===== src/rtl/ctrl_fsm_if.sv =====
`default_nettype none
// ============================================================================
// Module      : ctrl_fsm_if
// Description : Fetch, data-memory and control-field bundle of ctrl_fsm.
//               master = controller side, slave = core/memory side.
// Revision    : 1.0 - initial release
// ============================================================================
interface ctrl_fsm_if #(
    parameter int OPCODE_W  = 4,
    parameter int OPERAND_W = 4
);
    localparam int INSTR_W = OPCODE_W + OPERAND_W;

    logic [INSTR_W-1:0]   instr;
    logic                 instr_valid;
    logic                 instr_ready;
    logic                 mem_req;
    logic                 mem_ack;
    logic                 mem_we;
    logic [OPERAND_W-1:0] addr_offset;
    logic [2:0]           alu_op;
    logic [2:0]           alu_shamt;
    logic                 alu_en;
    logic                 reg_we;
    logic [OPERAND_W-1:0] nibble_out;
    logic [OPERAND_W-1:0] reg_sel;
    logic [1:0]           reg16_src;
    logic [1:0]           reg16_dst;
    logic                 pc_inc;
    logic                 busy;
    logic                 fault;

    modport master (
        input  instr, instr_valid, mem_ack,
        output instr_ready, mem_req, mem_we, addr_offset, alu_op, alu_shamt,
               alu_en, reg_we, nibble_out, reg_sel, reg16_src, reg16_dst,
               pc_inc, busy, fault
    );

    modport slave (
        output instr, instr_valid, mem_ack,
        input  instr_ready, mem_req, mem_we, addr_offset, alu_op, alu_shamt,
               alu_en, reg_we, nibble_out, reg_sel, reg16_src, reg16_dst,
               pc_inc, busy, fault
    );
endinterface
`default_nettype wire


===== src/rtl/ctrl_fsm.sv =====
`default_nettype none
// ============================================================================
// Module      : ctrl_fsm
// Description : Multi-cycle instruction controller (IDLE/FETCH/DECODE/EXEC/MEM)
//               with registered control fields and a req/ack memory cycle.
//               Define CTRL_FSM_MEM_TIMEOUT_EN to add the MEM watchdog + fault.
// Revision    : 1.0 - initial release
// ============================================================================
module ctrl_fsm #(
    parameter int OPCODE_W   = 4,
    parameter int OPERAND_W  = 4,
    parameter int OPCODE_LDB = 8,
    parameter int OPCODE_STB = 9
`ifdef CTRL_FSM_MEM_TIMEOUT_EN
    ,
    parameter int TIMEOUT_CYCLES = 15
`endif
) (
    input  wire logic  clk,
    input  wire logic  rst,
    ctrl_fsm_if.master bus
);

    localparam int INSTR_W = OPCODE_W + OPERAND_W;
    localparam logic [OPCODE_W-1:0] c_LDB = OPCODE_W'(OPCODE_LDB);
    localparam logic [OPCODE_W-1:0] c_STB = OPCODE_W'(OPCODE_STB);

    typedef enum logic [2:0] {
        S_IDLE   = 3'd0,
        S_FETCH  = 3'd1,
        S_DECODE = 3'd2,
        S_EXEC   = 3'd3,
        S_MEM    = 3'd4
    } state_t;

    state_t state_q, state_d;

    logic [INSTR_W-1:0]   instr_q;
    logic [OPERAND_W-1:0] operand_q;
    logic [2:0]           alu_op_q;
    logic [2:0]           alu_shamt_q;
    logic [1:0]           reg16_src_q;
    logic [1:0]           reg16_dst_q;
    logic                 arith_q;
    logic                 store_q;

    logic [OPCODE_W-1:0]  w_opcode;
    logic [OPERAND_W-1:0] w_operand;
    logic                 w_arith;
    logic                 w_mem;
    logic                 w_accept;
    logic                 w_timeout;

    logic w_instr_ready;
    logic w_busy;
    logic w_alu_en;
    logic w_reg_we;
    logic w_pc_inc;
    logic w_mem_req;
    logic w_mem_we;

    assign w_opcode  = instr_q[INSTR_W-1 -: OPCODE_W];
    assign w_operand = instr_q[OPERAND_W-1:0];
    // A clear opcode MSB means arithmetic, even if LDB/STB were given such a code.
    assign w_arith   = ~w_opcode[OPCODE_W-1];
    assign w_mem     = w_opcode[OPCODE_W-1] && ((w_opcode == c_LDB) || (w_opcode == c_STB));
    assign w_accept  = (state_q == S_FETCH) && bus.instr_valid;

    always_ff @(posedge clk or posedge rst) begin
        if (rst) begin
            state_q <= S_IDLE;
        end else begin
            state_q <= state_d;
        end
    end

    always_ff @(posedge clk or posedge rst) begin
        if (rst) begin
            instr_q <= '0;
        end else if (w_accept) begin
            instr_q <= bus.instr;
        end
    end

    always_ff @(posedge clk or posedge rst) begin
        if (rst) begin
            operand_q   <= '0;
            alu_op_q    <= '0;
            alu_shamt_q <= '0;
            reg16_src_q <= '0;
            reg16_dst_q <= '0;
            arith_q     <= 1'b0;
            store_q     <= 1'b0;
        end else if (state_q == S_DECODE) begin
            operand_q   <= w_operand;
            alu_op_q    <= w_opcode[2:0];
            alu_shamt_q <= w_operand[2:0];
            reg16_src_q <= w_operand[3:2];
            reg16_dst_q <= w_operand[1:0];
            arith_q     <= w_arith;
            store_q     <= (w_opcode == c_STB);
        end
    end

`ifdef CTRL_FSM_MEM_TIMEOUT_EN
    // Compare against limit-1 so mem_req stays high for exactly TIMEOUT_CYCLES cycles.
    localparam logic [7:0] c_TIMEOUT_LAST = 8'(TIMEOUT_CYCLES - 1);

    logic [7:0] tmo_cnt_q;
    logic       fault_q;

    assign w_timeout = (state_q == S_MEM) && !bus.mem_ack && (tmo_cnt_q == c_TIMEOUT_LAST);

    always_ff @(posedge clk or posedge rst) begin
        if (rst) begin
            tmo_cnt_q <= '0;
            fault_q   <= 1'b0;
        end else begin
            if (state_q == S_DECODE) begin
                tmo_cnt_q <= '0;
            end else if ((state_q == S_MEM) && !bus.mem_ack) begin
                tmo_cnt_q <= tmo_cnt_q + 8'd1;
            end
            if (w_timeout) begin
                fault_q <= 1'b1;
            end
        end
    end

    assign bus.fault = fault_q;
`else
    assign w_timeout = 1'b0;
    assign bus.fault = 1'b0;
`endif

    always_comb begin
        state_d       = state_q;
        w_instr_ready = 1'b0;
        w_busy        = 1'b0;
        w_alu_en      = 1'b0;
        w_reg_we      = 1'b0;
        w_pc_inc      = 1'b0;
        w_mem_req     = 1'b0;
        w_mem_we      = 1'b0;

        case (state_q)
            S_IDLE: begin
                state_d = S_FETCH;
            end
            S_FETCH: begin
                w_instr_ready = 1'b1;
                if (bus.instr_valid) begin
                    state_d = S_DECODE;
                end
            end
            S_DECODE: begin
                w_busy  = 1'b1;
                state_d = w_mem ? S_MEM : S_EXEC;
            end
            S_EXEC: begin
                w_busy   = 1'b1;
                w_alu_en = arith_q;
                w_reg_we = ~arith_q;
                w_pc_inc = 1'b1;
                state_d  = S_FETCH;
            end
            S_MEM: begin
                w_busy    = 1'b1;
                w_mem_req = 1'b1;
                w_mem_we  = store_q;
                if (bus.mem_ack) begin
                    w_pc_inc = 1'b1;
                    state_d  = S_FETCH;
                end else if (w_timeout) begin
                    state_d = S_FETCH;
                end
            end
            default: begin
                state_d = S_IDLE;
            end
        endcase
    end

    assign bus.instr_ready = w_instr_ready;
    assign bus.busy        = w_busy;
    assign bus.alu_en      = w_alu_en;
    assign bus.reg_we      = w_reg_we;
    assign bus.pc_inc      = w_pc_inc;
    assign bus.mem_req     = w_mem_req;
    assign bus.mem_we      = w_mem_we;

    assign bus.addr_offset = operand_q;
    assign bus.nibble_out  = operand_q;
    assign bus.reg_sel     = operand_q;
    assign bus.alu_op      = alu_op_q;
    assign bus.alu_shamt   = alu_shamt_q;
    assign bus.reg16_src   = reg16_src_q;
    assign bus.reg16_dst   = reg16_dst_q;

endmodule
`default_nettype wire


===== src/flat_wrapper.sv =====
// flat-port wrapper written by rule: the top's interface ports become plain ports
module ctrl_fsm_flat 
#(
    parameter int OPCODE_W   = 4,
    parameter int OPERAND_W  = 4,
    parameter int OPCODE_LDB = 8,
    parameter int OPCODE_STB = 9

)
  (clk, rst, bus_instr, bus_instr_valid, bus_mem_ack, bus_instr_ready, bus_mem_req, bus_mem_we, bus_addr_offset, bus_alu_op, bus_alu_shamt, bus_alu_en, bus_reg_we, bus_nibble_out, bus_reg_sel, bus_reg16_src, bus_reg16_dst, bus_pc_inc, bus_busy, bus_fault);
  ctrl_fsm_if #(.OPCODE_W(OPCODE_W), .OPERAND_W(OPERAND_W)) bus_i ();
  input  wire logic clk;
  input  wire logic rst;
  input wire logic [$bits(bus_i.instr)-1:0] bus_instr;
  input wire logic [$bits(bus_i.instr_valid)-1:0] bus_instr_valid;
  input wire logic [$bits(bus_i.mem_ack)-1:0] bus_mem_ack;
  output wire logic [$bits(bus_i.instr_ready)-1:0] bus_instr_ready;
  output wire logic [$bits(bus_i.mem_req)-1:0] bus_mem_req;
  output wire logic [$bits(bus_i.mem_we)-1:0] bus_mem_we;
  output wire logic [$bits(bus_i.addr_offset)-1:0] bus_addr_offset;
  output wire logic [$bits(bus_i.alu_op)-1:0] bus_alu_op;
  output wire logic [$bits(bus_i.alu_shamt)-1:0] bus_alu_shamt;
  output wire logic [$bits(bus_i.alu_en)-1:0] bus_alu_en;
  output wire logic [$bits(bus_i.reg_we)-1:0] bus_reg_we;
  output wire logic [$bits(bus_i.nibble_out)-1:0] bus_nibble_out;
  output wire logic [$bits(bus_i.reg_sel)-1:0] bus_reg_sel;
  output wire logic [$bits(bus_i.reg16_src)-1:0] bus_reg16_src;
  output wire logic [$bits(bus_i.reg16_dst)-1:0] bus_reg16_dst;
  output wire logic [$bits(bus_i.pc_inc)-1:0] bus_pc_inc;
  output wire logic [$bits(bus_i.busy)-1:0] bus_busy;
  output wire logic [$bits(bus_i.fault)-1:0] bus_fault;
  assign bus_i.instr = bus_instr;
  assign bus_i.instr_valid = bus_instr_valid;
  assign bus_i.mem_ack = bus_mem_ack;
  assign bus_instr_ready = bus_i.instr_ready;
  assign bus_mem_req = bus_i.mem_req;
  assign bus_mem_we = bus_i.mem_we;
  assign bus_addr_offset = bus_i.addr_offset;
  assign bus_alu_op = bus_i.alu_op;
  assign bus_alu_shamt = bus_i.alu_shamt;
  assign bus_alu_en = bus_i.alu_en;
  assign bus_reg_we = bus_i.reg_we;
  assign bus_nibble_out = bus_i.nibble_out;
  assign bus_reg_sel = bus_i.reg_sel;
  assign bus_reg16_src = bus_i.reg16_src;
  assign bus_reg16_dst = bus_i.reg16_dst;
  assign bus_pc_inc = bus_i.pc_inc;
  assign bus_busy = bus_i.busy;
  assign bus_fault = bus_i.fault;
  ctrl_fsm #(.OPCODE_W(OPCODE_W), .OPERAND_W(OPERAND_W), .OPCODE_LDB(OPCODE_LDB), .OPCODE_STB(OPCODE_STB)) u_core (.clk(clk), .rst(rst), .bus(bus_i));
endmodule

===== config.mk =====
export PLATFORM = sky130hd
export DESIGN_NAME = ctrl_fsm_flat
export DESIGN_NICKNAME = d
export VERILOG_FILES = /design/src/rtl/ctrl_fsm_if.sv /design/src/rtl/ctrl_fsm.sv /design/src/flat_wrapper.sv
export SDC_FILE = /design/constraint.sdc
export NUM_CORES = 1
export LEC_CHECK = 0
export ABC_AREA = 1
export CAP_MARGIN = 10
export CORE_MARGIN = 2
export CORE_UTILIZATION = 38
export DETAILED_ROUTE_END_ITERATION = 16
export GPL_ROUTABILITY_DRIVEN = 0
export GPL_TIMING_DRIVEN = 1
export PLACE_DENSITY = 0.82
export SLEW_MARGIN = 15
export SYNTH_ARGS = -nofsm -noshare
export SYNTH_HDL_FRONTEND = slang
export SYNTH_SLANG_ARGS = --single-unit

===== constraint.sdc =====
create_clock -name clk -period 1.1 [get_ports clk]
set_input_delay 0.165 -clock clk [delete_from_list [all_inputs] [get_ports clk]]
set_output_delay 0.165 -clock clk [all_outputs]
set_load 0.05 [all_outputs]

# Yosys cells after proc, flatten, opt, wreduce, memory -nomap -nowiden
# Index checks and enable logic that the tools add are counted.
totals:
  input_bits: 12
  wordCells: 38
  regBits: 27
  output_inout_bits: 30
op_classes:
  n_reduce_logical: 7
  bitwise: 2
  n_mux: 12
  n_eq_ne: 8
ops:
  columns: ["op", "count"]
  rows:
  - ["3-bit one-hot mux with 4 select lines", 1]
  - ["3-bit two-way mux", 3]
  - ["4-bit equality test, second input constant", 2]
  - ["1-bit two-way mux", 7]
  - ["3-bit by 2-bit equality test with 1-bit output, second input constant", 2]
  - ["2-bit != test, second input constant", 2]
  - ["3-bit by 1-bit equality test with 1-bit output, second input constant", 1]
  - ["3-bit equality test, second input constant", 1]
  - ["3-bit zero test", 1]
  - ["3-bit OR reduction", 1]
  - ["1-bit logical AND", 2]
  - ["1-bit NOT", 2]
  - ["1-bit one-hot mux with 2 select lines", 1]
  - ["2-bit AND reduction", 1]
  - ["2-bit OR reduction", 1]
  - ["1-bit logical OR", 1]

# Logic depth before layout (Yosys ltp)
# Gate-level depths: netlist (run 1).
logic_depth:
  word_depth: 5
  mapped_depth: 7
  mapped_depth_nobuf: 7

# Worst setup path before layout (run 1)
# Ideal clock, no wire load.
synth_path:
  path_type: "register -> output"
  start: "register u_core.state_q[0]"
  end: "output bus_pc_inc"
  n_path_buf: 0
  arrival_time_ns: 1.788
  t_required_ns: 0.935
  slack_ns: -0.853
  stages_incl_launch_ff: 4
  cell_sequence: "dfrtp_1 -> nor2_1 -> nand2_1 -> o21ai_0"
synth_between:
  elab_chain_cells: 2
  elab_cells_between_ends: 3
  cone_classes: "2 x eq/ne; 1 x mux"
synth_rtl:
  columns: ["item", "line", "text"]
  rows:
  - ["start: declaration", "ctrl_fsm.sv:36", "state_t state_q, state_d;"]
  - ["start signal: assignment", "ctrl_fsm.sv:73", "state_q <= state_d;"]
  - ["3-bit equality test or 3-bit by 2-bit equality test with 1-bit output (tied branches)", "ctrl_fsm.sv:146", "case (state_q)"]
  - ["1-bit one-hot mux with 2 select lines *", "ctrl_fsm.sv:146", null]
  - ["end: declaration", "flat_wrapper.sv:29", "output wire logic [$bits(bus_i.pc_inc)-1:0] bus_pc_inc;"]
# Every way passes the cells marked *; elsewhere a longest branch is shown, timed or not.

# Worst setup path after layout (run 1)
layout_path:
  start: "register u_core.state_q[1]"
  end: "output bus_reg_we"
layout_between:
  elab_chain_cells: 2
layout_rtl:
  columns: ["item", "line", "text"]
  rows:
  - ["3-bit by 2-bit equality test with 1-bit output", "ctrl_fsm.sv:146", null]
  - ["1-bit two-way mux", "ctrl_fsm.sv:146", null]
  - ["end: declaration", "flat_wrapper.sv:24", "output wire logic [$bits(bus_i.reg_we)-1:0] bus_reg_we;"]
# Every way passes these cells.

==> flow_summary.rst, run 1 <==
.. list-table::
   :header-rows: 1

   * - Metric
     - Value
   * - Vias in the first global route
     - 903
   * - Global-route wire length before repair
     - 4410 um
   * - Length of the first detailed-routing pass in iterations
     - 4
   * - TritonCTS clock tree
     - yes
   * - Mux contribution to synthesized area
     - 0%
   * - Compound-Gate Fraction of Synth Area
     - 4.65%
   * - Share of Yosys cell area claimed by the top area cell type
     - 48.9%
   * - DIE AREA
     - 3120 um2
   * - Post-route setup slack
     - -0.457 ns
   * - Status
     - finished with violations
   * - Routed length on met3
     - 177 um
   * - Worst endpoint data arrival time
     - 1.39 ns
   * - Crit path buffers/inverters
     - 2
   * - Area fraction in and, or, nand and nor cells after synthesis
     - 27.3%
   * - Final-layout setup total negative slack
     - -8.33 ns
   * - Per-cell routed wire length
     - 16.8 um
   * - Count of final hold-check violations
     - 0
   * - CP Class
     - reg -> out
   * - Kind of end point of the critical path
     - output port
   * - Cell area after synthesis
     - 1020 um2
   * - Number of design rule violations left after detail routing
     - 0
   * - Fmax
     - 642 MHz
   * - Distinct cells, synth
     - 17
   * - Critical Path Source Type
     - flip-flop
   * - Sinks on Clock Net
     - 20
   * - Number of buffers between clock root and the deepest sink
     - 2
   * - Routed metal-1 wirelength
     - 1180 um
   * - Power density of the placed cells
     - 3620 nW/um2
   * - All-Layer GR Usage
     - 18.7%
   * - Crit path required time
     - 0.94 ns
   * - Clk Latency, worst-skew pair
     - 0.33 ns
   * - Max-slew violations
     - 0
   * - Gr ovfl total
     - 0
   * - Worst Path Max Fanout
     - 5
   * - Die width
     - 55.9 um
   * - Portion of the clock cycle consumed by the worst path in the final layout
     - 142%
   * - FF+latch count, synth
     - 20
   * - Largest clock skew in the final design
     - 0.00750 ns
   * - Number of antenna violations at the first check in global routing
     - 0
   * - Most frequent standard cell in the layout excluding fill and tap cells
     - sky130_fd_sc_hd__nand2_1
   * - Number of inserted diodes
     - 0
   * - Fraction of final layout cells with drive strength greater than 1
     - 57.3%
   * - Top Metal Used
     - met4
   * - Main area contributors after synthesis
     - sky130_fd_sc_hd__dfrtp_1, sky130_fd_sc_hd__nand2_1, sky130_fd_sc_hd__buf_4
   * - Cell count of the worst reg-to-reg path
     - 7
   * - Critical-path cell list
     - nand2_2 > nor2_4 > inv_4 > nor2_4 > buf_12
   * - Adder-cell share of the synthesized area
     - 0%
   * - Detailed-routed wire length on met2
     - 1850 um
   * - Total I/O pin count
     - 42
   * - Hold Path Class
     - in -> async
   * - Gate family responsible for the most delay along the worst path
     - flip-flops
   * - Drt total wl
     - 3370 um
   * - Max IR drop VDD
     - 0.00277 V
   * - Sequential-to-total area share from yosys stat
     - 48.9%
   * - Slowest cell on the critical path
     - sky130_fd_sc_hd__dfrtp_2
   * - Setup repair after global routing missed its margin
     - true
   * - Worst hold slack
     - 0.147 ns
   * - Filler instances
     - 142
   * - Final Total Pwr
     - 7320 uW
   * - H-tree level count
     - 1
   * - Largest family of logic cells by synthesized area
     - simple AND/OR/NAND/NOR gates
   * - Static leakage power
     - 0.000952 uW
   * - Hpwl dp
     - 1890 um
   * - Setup slack of the worst register-to-register path
     - -0.24 ns
   * - Failing checks
     - setup timing
   * - Largest net degree at the start of global routing
     - 21
   * - Core box area
     - 2520 um2
   * - Synthesis warning total
     - 0
   * - Synth Area in XOR/XNOR
     - 0%
   * - Net count after synthesis
     - 137
   * - Port buffer count
     - 40
   * - Maximum single-stage delay on the critical path
     - 0.47 ns
   * - Number of maximum-capacitance violations
     - 0
   * - Via-per-instance ratio
     - 4.99
   * - Post-Route Utilization
     - 80.1%
   * - Largest area contributor in the synthesized netlist
     - sky130_fd_sc_hd__dfrtp_1
   * - Cell area after placement
     - 1730 um2
   * - Layout overhead on the synthesized area
     - 97.4%
   * - Final setup violation count
     - 47
   * - Via count
     - 1002
   * - Most used cell, CP
     - sky130_fd_sc_hd__nor2_4
   * - Final min period
     - 1.56 ns
   * - Die outline height
     - 55.9 um
   * - Detailed router's first-iteration violation count
     - 25
   * - Root Buffer Master
     - sky130_fd_sc_hd__clkbuf_4
   * - Number of buffers added by the clock tree synthesis step
     - 3
   * - Starting utilization of the core area
     - 40.6%
   * - Gate count after technology mapping
     - 125
   * - Post-detailed-route count of antenna-violating nets
     - 0
   * - Number of rows created at floorplan
     - 18
   * - Most used cells in the layout excluding fill and tap cells
     - sky130_fd_sc_hd__nand2_1, sky130_fd_sc_hd__buf_12, sky130_fd_sc_hd__buf_4
   * - Fin area
     - 2020 um2
   * - Clock transition at the registers of the reported paths
     - 0.12 ns
   * - Number of cells on the critical path
     - 5
   * - Layout net count
     - 184
   * - Synthesized area per cell
     - 8.19 um2
==> worst paths after layout <==
| check | end | start |
|---|---|---|
| max in group asynchronous | u_core.bus.alu_shamt[0]$_DFFE_PP0P_ | rst |
| setup reg to reg | u_core.instr_q[5]$_DFFE_PP0P_ | u_core.state_q[1]$_DFFE_PP0P_ |
| hold reg to reg | u_core.instr_q[1]$_DFFE_PP0P_ | u_core.instr_q[1]$_DFFE_PP0P_ |
| hold / removal | u_core.bus.alu_op[0]$_DFFE_PP0P_ | rst |
| min in group clk | u_core.instr_q[6]$_DFFE_PP0P_ | bus_instr[6] |
| setup / recovery | bus_reg_we | u_core.state_q[1]$_DFFE_PP0P_ |
==> cell usage after synthesis, drive strengths merged <==
library cell / number
o21ai: 5
o22ai: 1
nor3: 1
conb: 1
buf: 19
a21oi: 1
nand2: 44
nand3: 11
nor2: 9
dfrtp: 20
inv: 13
==> per-layer routing <==
metal,up-vias,track usage (%)
met2,52,32.1
met1,482,21.9
met5,-,0
met4,0,13.9
met3,16,0.930
li1,452,-
==> per-stage QoR <==
stage | worst slack [ns] | std cells
after floorplan | -0.120 | 125
after global placement | -0.0795 | 186
after detailed placement | -0.149 | 186
after CTS | -0.407 | 194
after global routing | -0.494 | 201
final | -0.457 | 201
==> logic make-up (layout without fill, tap and decap cells) <==
logic type	count (synthesis)	in the layout
flops	20	20
compound gates	7	7
simple gates	65	65
buf+inv	32	78
other cells	1	1
==> registers in the layout, summed over array words and instances (netlist names) <==
register	count
u_core.instr_q	8
u_core.bus.alu_op	3
u_core.state_q	3
u_core.bus.alu_shamt	2
u_core.arith_q	1
u_core.bus.addr_offset	1
u_core.bus.reg16_src	1
u_core.store_q	1
==> repair_timing <==
item	4_1_cts	5_1_grt
pin swaps	6	10
resized for setup	19	29
buffers inserted	4	8
hold buffers	0	0
endpoints found under the setup margin	46	49
==> layout make-up <==
type	instances	area, um2	share of cell area [%]
clock buffers	4	36.3	1.80
repair buffers	61	875	43.3
well taps	30	37.5	1.86
inverters	13	58.8	2.91
flip-flops and latches	20	510	25.3
multi-input cells	73	503	24.9
==> power by group <==
group          switching [uW]  total (uW)  internal, uW
Clock                     252         455           203
Combinational            2830        5240          2410
Sequential                550        1630          1080
Total                    3630        7320          3690
==> worst register-to-register path: stages, from the launching register on <==
cell                      delay [ns]
sky130_fd_sc_hd__dfrtp_2        0.48
sky130_fd_sc_hd__buf_4          0.17
sky130_fd_sc_hd__nor3_4         0.11
sky130_fd_sc_hd__buf_6          0.13
sky130_fd_sc_hd__buf_6          0.11
sky130_fd_sc_hd__buf_6          0.12
sky130_fd_sc_hd__nand3_1        0.09
sky130_fd_sc_hd__nand2_1        0.08
(Power assumes the default switching activity.)
==> run 2: changes to the inputs <==
CAP_MARGIN = unset   (was 10)
==> results of run 2 <==
No change in the layout: final DEF, timing and power equal those of run 1.
==> run 3: changes to the inputs <==
CORE_UTILIZATION = 35   (was 38)
PLACE_DENSITY = 0.77   (was 0.82)
==> run 3 against run 2 <==
  * The flow still finishes with violations (setup timing)
  * Maximum frequency grew 1.9%
  * Non-clock buffer count is the same
  * Sequential share of layout area shrank 0.32 points
  * Die area grew 8.0%
  * Clock skew shrank 0.0056 ns
  * Via count shrank 1.8%
  * Worst setup slack gained 0.029 ns
  * Critical path type unchanged
  * Critical endpoint is now bus_pc_inc
  * Largest cell class unchanged
  * Largest power group unchanged
==> flow_summary.rst, run 3 (synthesis gave the netlist of run 1 again) <==
.. list-table::
   :header-rows: 1

   * - Metric
     - Value
   * - Root Buffer Master
     - sky130_fd_sc_hd__clkbuf_4
   * - Vias in the first global route
     - 925
   * - Setup slack of the worst register-to-register path
     - -0.21 ns
   * - Number of buffers added by the clock tree synthesis step
     - 3
   * - Gr ovfl total
     - 0
   * - Largest clock skew in the final design
     - 0.00191 ns
   * - Hold Path Class
     - in -> async
   * - Met1 Resource Use GR
     - 18.9%
   * - Drt total wl
     - 3150 um
   * - Final setup violation count
     - 46
   * - Layout net count
     - 185
   * - Power density of the placed cells
     - 3570 nW/um2
   * - Cell area after placement
     - 1750 um2
   * - Most frequent standard cell in the layout excluding fill and tap cells
     - sky130_fd_sc_hd__buf_12
   * - Die width
     - 58.1 um
   * - Sinks on Clock Net
     - 20
   * - Max IR drop VDD
     - 0.00281 V
   * - Fraction of final layout cells with drive strength greater than 1
     - 59.9%
   * - Number of maximum-capacitance violations
     - 0
   * - Crit Reg-Reg Startpoint
     - u_core.state_q[1]$_DFFE_PP0P_
   * - Final instance count without filler cells
     - 203
   * - Max-slew violations
     - 0
   * - Static leakage power
     - 0.000958 uW
   * - Length of the first detailed-routing pass in iterations
     - 5
   * - Via count
     - 984
   * - Count of final hold-check violations
     - 0
   * - Fin area
     - 2040 um2
   * - Layout overhead on the synthesized area
     - 99.5%
   * - DIE AREA
     - 3370 um2
   * - Hpwl dp
     - 1850 um
   * - Most used cells in the layout excluding fill and tap cells
     - sky130_fd_sc_hd__buf_12, sky130_fd_sc_hd__nand2_1, sky130_fd_sc_hd__dfrtp_1
   * - Core box area
     - 2760 um2
   * - Register area
     - 509 um2
   * - Port buffer count
     - 40
   * - Quantity of hold-fixing buffers added after cts
     - 0
   * - Global-route wire length before repair
     - 4360 um
   * - Crit path required time
     - 0.94 ns
   * - Portion of the clock cycle consumed by the worst path in the final layout
     - 139%
   * - Global-route layer with the greatest usage
     - met2
   * - Fmax
     - 655 MHz
   * - Number of antenna violations at the first check in global routing
     - 0
   * - Flip-flop count of the largest register after layout
     - 8
   * - Die outline height
     - 58.1 um
   * - Final min period
     - 1.53 ns
   * - Failing checks
     - setup timing
   * - TritonCTS clock tree
     - yes
   * - Slowest cell on the critical path
     - sky130_fd_sc_hd__dfrtp_2
   * - Post-Route Utilization
     - 74.0%
   * - Post-detailed-route count of antenna-violating nets
     - 0
   * - Starting utilization of the core area
     - 37.1%
   * - Critical Path Source Type
     - flip-flop
   * - Number of design rule violations left after detail routing
     - 0
   * - Number of buffers between clock root and the deepest sink
     - 2
   * - All-Layer GR Usage
     - 17.6%
   * - Register with the most flip-flops
     - u_core.instr_q
   * - Clock transition at the registers of the reported paths
     - 0.11 ns
   * - Kind of end point of the critical path
     - output port
   * - Cell count of the worst reg-to-reg path
     - 9
   * - Status
     - finished with violations
   * - Area taken by multi-input logic gates
     - 499 um2
   * - Clk Latency, worst-skew pair
     - 0.30 ns
   * - Largest net degree at the start of global routing
     - 21
   * - H-tree level count
     - 1
   * - Via-per-instance ratio
     - 4.85
   * - Maximum single-stage delay on the critical path
     - 0.48 ns
   * - Per-cell routed wire length
     - 15.5 um
   * - Cells after DPL
     - 190
   * - Post-route setup slack
     - -0.428 ns
   * - Number of rows created at floorplan
     - 19
   * - Number of inserted diodes
     - 0
   * - Worst Path Max Fanout
     - 5
   * - FF-to-FF End
     - u_core.state_q[0]$_DFFE_PP0P_
   * - Met2 Resource Use GR
     - 32.5%
   * - Total I/O pin count
     - 42
   * - Filler instances
     - 181
   * - GR Layer Usage met3
     - 3.13%
   * - Detailed router's first-iteration violation count
     - 17
   * - Worst endpoint data arrival time
     - 1.36 ns
   * - CP Class
     - reg -> out
   * - Critical-path cell list
     - nor2_4 > nand2_4 > o21ai_4 > buf_12
   * - Setup repair after global routing missed its margin
     - true
## run 3: layer usage
metal	wire, um	up-vias
li1	-	461
met1	1190	470
met2	1740	46
met3	143	7
met4	76	0
met5	0	-
## run 3: timing repair
item / CTS / global route
gates resized for setup: 37 / 15
pin swaps: 15 / 3
gates cloned: 1 / 0
setup endpoints to repair: 46 / 47
buffers inserted: 6 / 4
## run 3: worst max-delay path, delay by kind of cell, from the launching register on
kind / cells / cell delay [ns]
DFF: 1 / 0.48
AOI/OAI and AO/OA: 1 / 0.15
and+or+nand+nor: 2 / 0.28
buffers and inverters: 1 / 0.15
## run 3: worst max-delay path by stage
stage | startpoint | slack [ns] | cells past startpoint | end
2_1_floorplan | u_core.state_q[0]$_DFFE_PP0P_ | -0.12 | 3 | bus_pc_inc
3_3_place_gp | u_core.state_q[1]$_DFFE_PP0P_ | -0.11 | 5 | u_core.state_q[2]$_DFFE_PP0P_
3_5_place_dp | u_core.state_q[1]$_DFFE_PP0P_ | -0.18 | 4 | u_core.instr_q[7]$_DFFE_PP0P_
4_1_cts | u_core.state_q[1]$_DFFE_PP0P_ | -0.39 | 4 | bus_instr_ready
5_1_grt | u_core.state_q[1]$_DFFE_PP0P_ | -0.47 | 4 | bus_pc_inc
6_report | u_core.state_q[1]$_DFFE_PP0P_ | -0.43 | 4 | bus_pc_inc
## run 3: final cells by class
cell class,instances,share of cell area [%]
repair buffers,61,44.2
flip-flops and latches,20,24.9
multi-input cells,73,24.4
inverters,13,2.88
well taps,31,1.90
clock buffers,4,1.29
repair inverters,1,0.306
## run 3: per-stage QoR
stage | TNS (ns) | total power [uW] | setup WS (ns) | hold WS, ns
final | -7.45 | 7300 | -0.428 | 0.184
after global routing | -9.33 | 7570 | -0.466 | 0.202
after CTS | -6.70 | 6930 | -0.389 | 0.197
after detailed placement | -3.31 | 6000 | -0.182 | 0.460
after global placement | -1.15 | 5890 | -0.108 | 0.460
after floorplan | -0.846 | 4020 | -0.120 | 0.129
## run 3: power by group
part / leakage [uW] / internal [uW] / switching, uW
logic: 0.000698 / 2520 / 2790
registers: 0.000245 / 1070 / 545
clock network: 0.0000150 / 142 / 226
total: 0.000958 / 3740 / 3560
==> variant (settings of run 1) <==
Re-encode `state_t` (5 states) as one-hot, 5 bits wide.
--- a/src/rtl/ctrl_fsm.sv
+++ b/src/rtl/ctrl_fsm.sv
@@ -25,12 +25,12 @@
     localparam logic [OPCODE_W-1:0] c_LDB = OPCODE_W'(OPCODE_LDB);
     localparam logic [OPCODE_W-1:0] c_STB = OPCODE_W'(OPCODE_STB);
 
-    typedef enum logic [2:0] {
-        S_IDLE   = 3'd0,
-        S_FETCH  = 3'd1,
-        S_DECODE = 3'd2,
-        S_EXEC   = 3'd3,
-        S_MEM    = 3'd4
+    typedef enum logic [4:0] {
+        S_IDLE   = 5'b00001,
+        S_FETCH  = 5'b00010,
+        S_DECODE = 5'b00100,
+        S_EXEC   = 5'b01000,
+        S_MEM    = 5'b10000
     } state_t;
 
     state_t state_q, state_d;
Function: same outputs for any inputs over 10 cycles, from zero or initial values and one cycle with rst high; not proved beyond that.
==> variant against run 1 <==
- the flow still finishes with violations (setup timing)
- area after synthesis is 8.3% higher
- synthesized cell count is 2.4% lower
- worst setup slack worse by 84 ps
- die area is 7.7% higher
- sequential cell count is 2 higher
- final area is 1.3% higher
- worst hold slack worse by 2.0 ps
- routed wire length is 15% lower
- total power is 21% lower
- cell count is 3.0% lower
- critical path depth stayed put
- global-route usage is 1.1 points lower
- clock skew is 4.0 ps lower
==> variant: results (changes against run 1) <==
Outcome
The flow ran to the end, but the final reports show violations. The checks that failed: setup timing.

Detailed routing
The via count is 970 (-3.2%). The violation count after the first detailed-routing iteration is 34 (+36%). The wire length reported by the detailed router was 2873 um (-15%). The number of optimization iterations in the first detailed-route pass is 4 (unchanged).

Global route
The pin count of the biggest net entering global routing is 14 (-33%). The global-route usage over all layers is 17.62% (-1.1 points). The wire length of the first global-routing pass was 4443 um (+0.77%). The via count of the first global-routing pass was 922 (+2.1%).

Synth
In the synthesized netlist the dominant register cell turns out to be sky130_fd_sc_hd__dfrtp_1. The count of mapped cells out of synthesis is 122 (-2.4%). The unique cell type count in the Yosys netlist is 22 (+5). By count the netlist is led by sky130_fd_sc_hd__dfrtp_1 (21), sky130_fd_sc_hd__nand2_1 (20), sky130_fd_sc_hd__inv_1 (17). The post-synthesis net count was 134 (-2.2%). In the post-synthesis netlist, the biggest area contributors are sky130_fd_sc_hd__dfrtp_1 (47%), sky130_fd_sc_hd__buf_4 (11%), sky130_fd_sc_hd__o21ai_1 (7.2%). The proportion of register bits with asynchronous set or reset after synthesis is 100.0% (unchanged). The sequential area share after synthesis was 49.77% (+0.87 points).

Timing
The minimum setup slack in the final design came to -540.4 ps (-83.75 ps). The total negative slack for setup checks is -11380 ps (-3044 ps). The setup violation total in the final timing report came to 48 (+2.1%).

The worst-case clock skew is 3.549 ps (-3.953 ps).

CTS
The deepest clock path buffer count was 2 (unchanged). The insertion delay to the later sink of the worst-skew pair came to 310 ps (-20 ps). The clock-pin slew on the worst setup and hold paths is 120 ps (about the same). The deepest level of the CTS H-tree is 1 (unchanged).

Layout
The non-filler instance count after layout was 195 (-3.0%). The fraction of layout cells with a size suffix above 1 is 49.39% (-7.9 points). The number of flip-flops under the largest register name is 8 (unchanged). The count of inserted antenna diode cells is 0 (unchanged). The net count reported at finish is 177 (-3.8%).

Pwr
The leakage dissipation is 0.9079 nW (-4.7%). The maximum vdd ir drop is 2646 uV (-4.4%). The net switching fraction of the power is 44.82% (-4.8 points).

Critical path
The number of cells traversed by the worst register-to-register path is 7 (unchanged). The data arrival time of the critical path is 1480 ps (+90 ps). The maximum fanout along the worst path came to 4 (-1).

Placement
The half-perimeter wire length after detailed placement is 2041 um (+8.2%). The total of buffers placed on input and output ports is 40 (unchanged).

Worst hold path
The min-delay analysis places its worst path in the category input pin to async pin.
==> variant: power by group through the flow <==
stage	clock network [mW]	registers [mW]	logic [mW]
after floorplan	0	1.68	1.80
after global placement	0	1.55	3.18
after detailed placement	0	1.59	3.25
after CTS	0.618	1.57	3.41
after global routing	0.642	1.56	3.82
final	0.612	1.53	3.65
==> variant: cells by family (layout without fill, tap and decap cells) <==
group	after synthesis	in the layout	share of synthesized area (%)
flops	22	22	49.77
other cells	1	1	0.3383
buf+inv	37	78	19.19
compound gates	20	20	9.482
simple gates	42	43	21.22
==> variant: final cells by class <==
class	instances	area (sq um)
tap	31	38.79
clock buffer	3	22.52
sequential	22	556.8
timing repair buffer	56	863.3
inverter	18	77.57
clock inverter	1	30.03
multi-input combinational	64	457.9
fill	170	710.7
==> variant: routing by layer <==
layer  global-route usage [%]  vias up  wire (um)
met2                    31.66       40       1640
met4                    9.635        0         67
li1                         -      456          -
met1                    21.18      467       1041
met5                        0        -          0
met3                   0.6696        7        125
==> variant: what timing repair did <==
item                                    in CTS  in global routing
endpoints found under the hold margin        0                  0
buffers inserted                             5                  4
endpoints found under the setup margin      48                 50
gates resized for setup                      5                  9
pin swaps                                    8                  5
gates cloned                                 1                  1
==> variant: critical path, stage by stage (launching register included) <==
cell and delay, ps:
sky130_fd_sc_hd__dfstp_2 610, sky130_fd_sc_hd__nor2_4 80, sky130_fd_sc_hd__buf_4 140, sky130_fd_sc_hd__nand4_4 80, sky130_fd_sc_hd__nand3_4 90, sky130_fd_sc_hd__buf_12 160
==> variant: worst paths after layout <==
kind	startpoint	end	slack (ps)
setup / recovery	u_core.state_q[0]	bus_busy	-540
hold / removal	rst	u_core.bus.alu_op[2]	140
setup reg to reg	u_core.state_q[1]	u_core.instr_q[4]	-340
hold reg to reg	u_core.store_q	u_core.store_q	530
max in group asynchronous	rst	u_core.state_q[0]	730
min in group clk	bus_instr[3]	u_core.instr_q[3]	400
==> variant: per-stage QoR <==
step | cell area [sq um] | hold slack, ps | total power, mW | setup WS, ps
6_report | 2047 | 144.6 | 5.791 | -540.4
5_1_grt | 2047 | 173.9 | 6.024 | -573.6
4_1_cts | 1944 | 144.6 | 5.597 | -519.0
3_5_place_dp | 1827 | 485.6 | 4.837 | -202.8
3_3_place_gp | 1827 | 483.4 | 4.734 | -158.2
2_1_floorplan | 1204 | 153.2 | 3.481 | -178.3
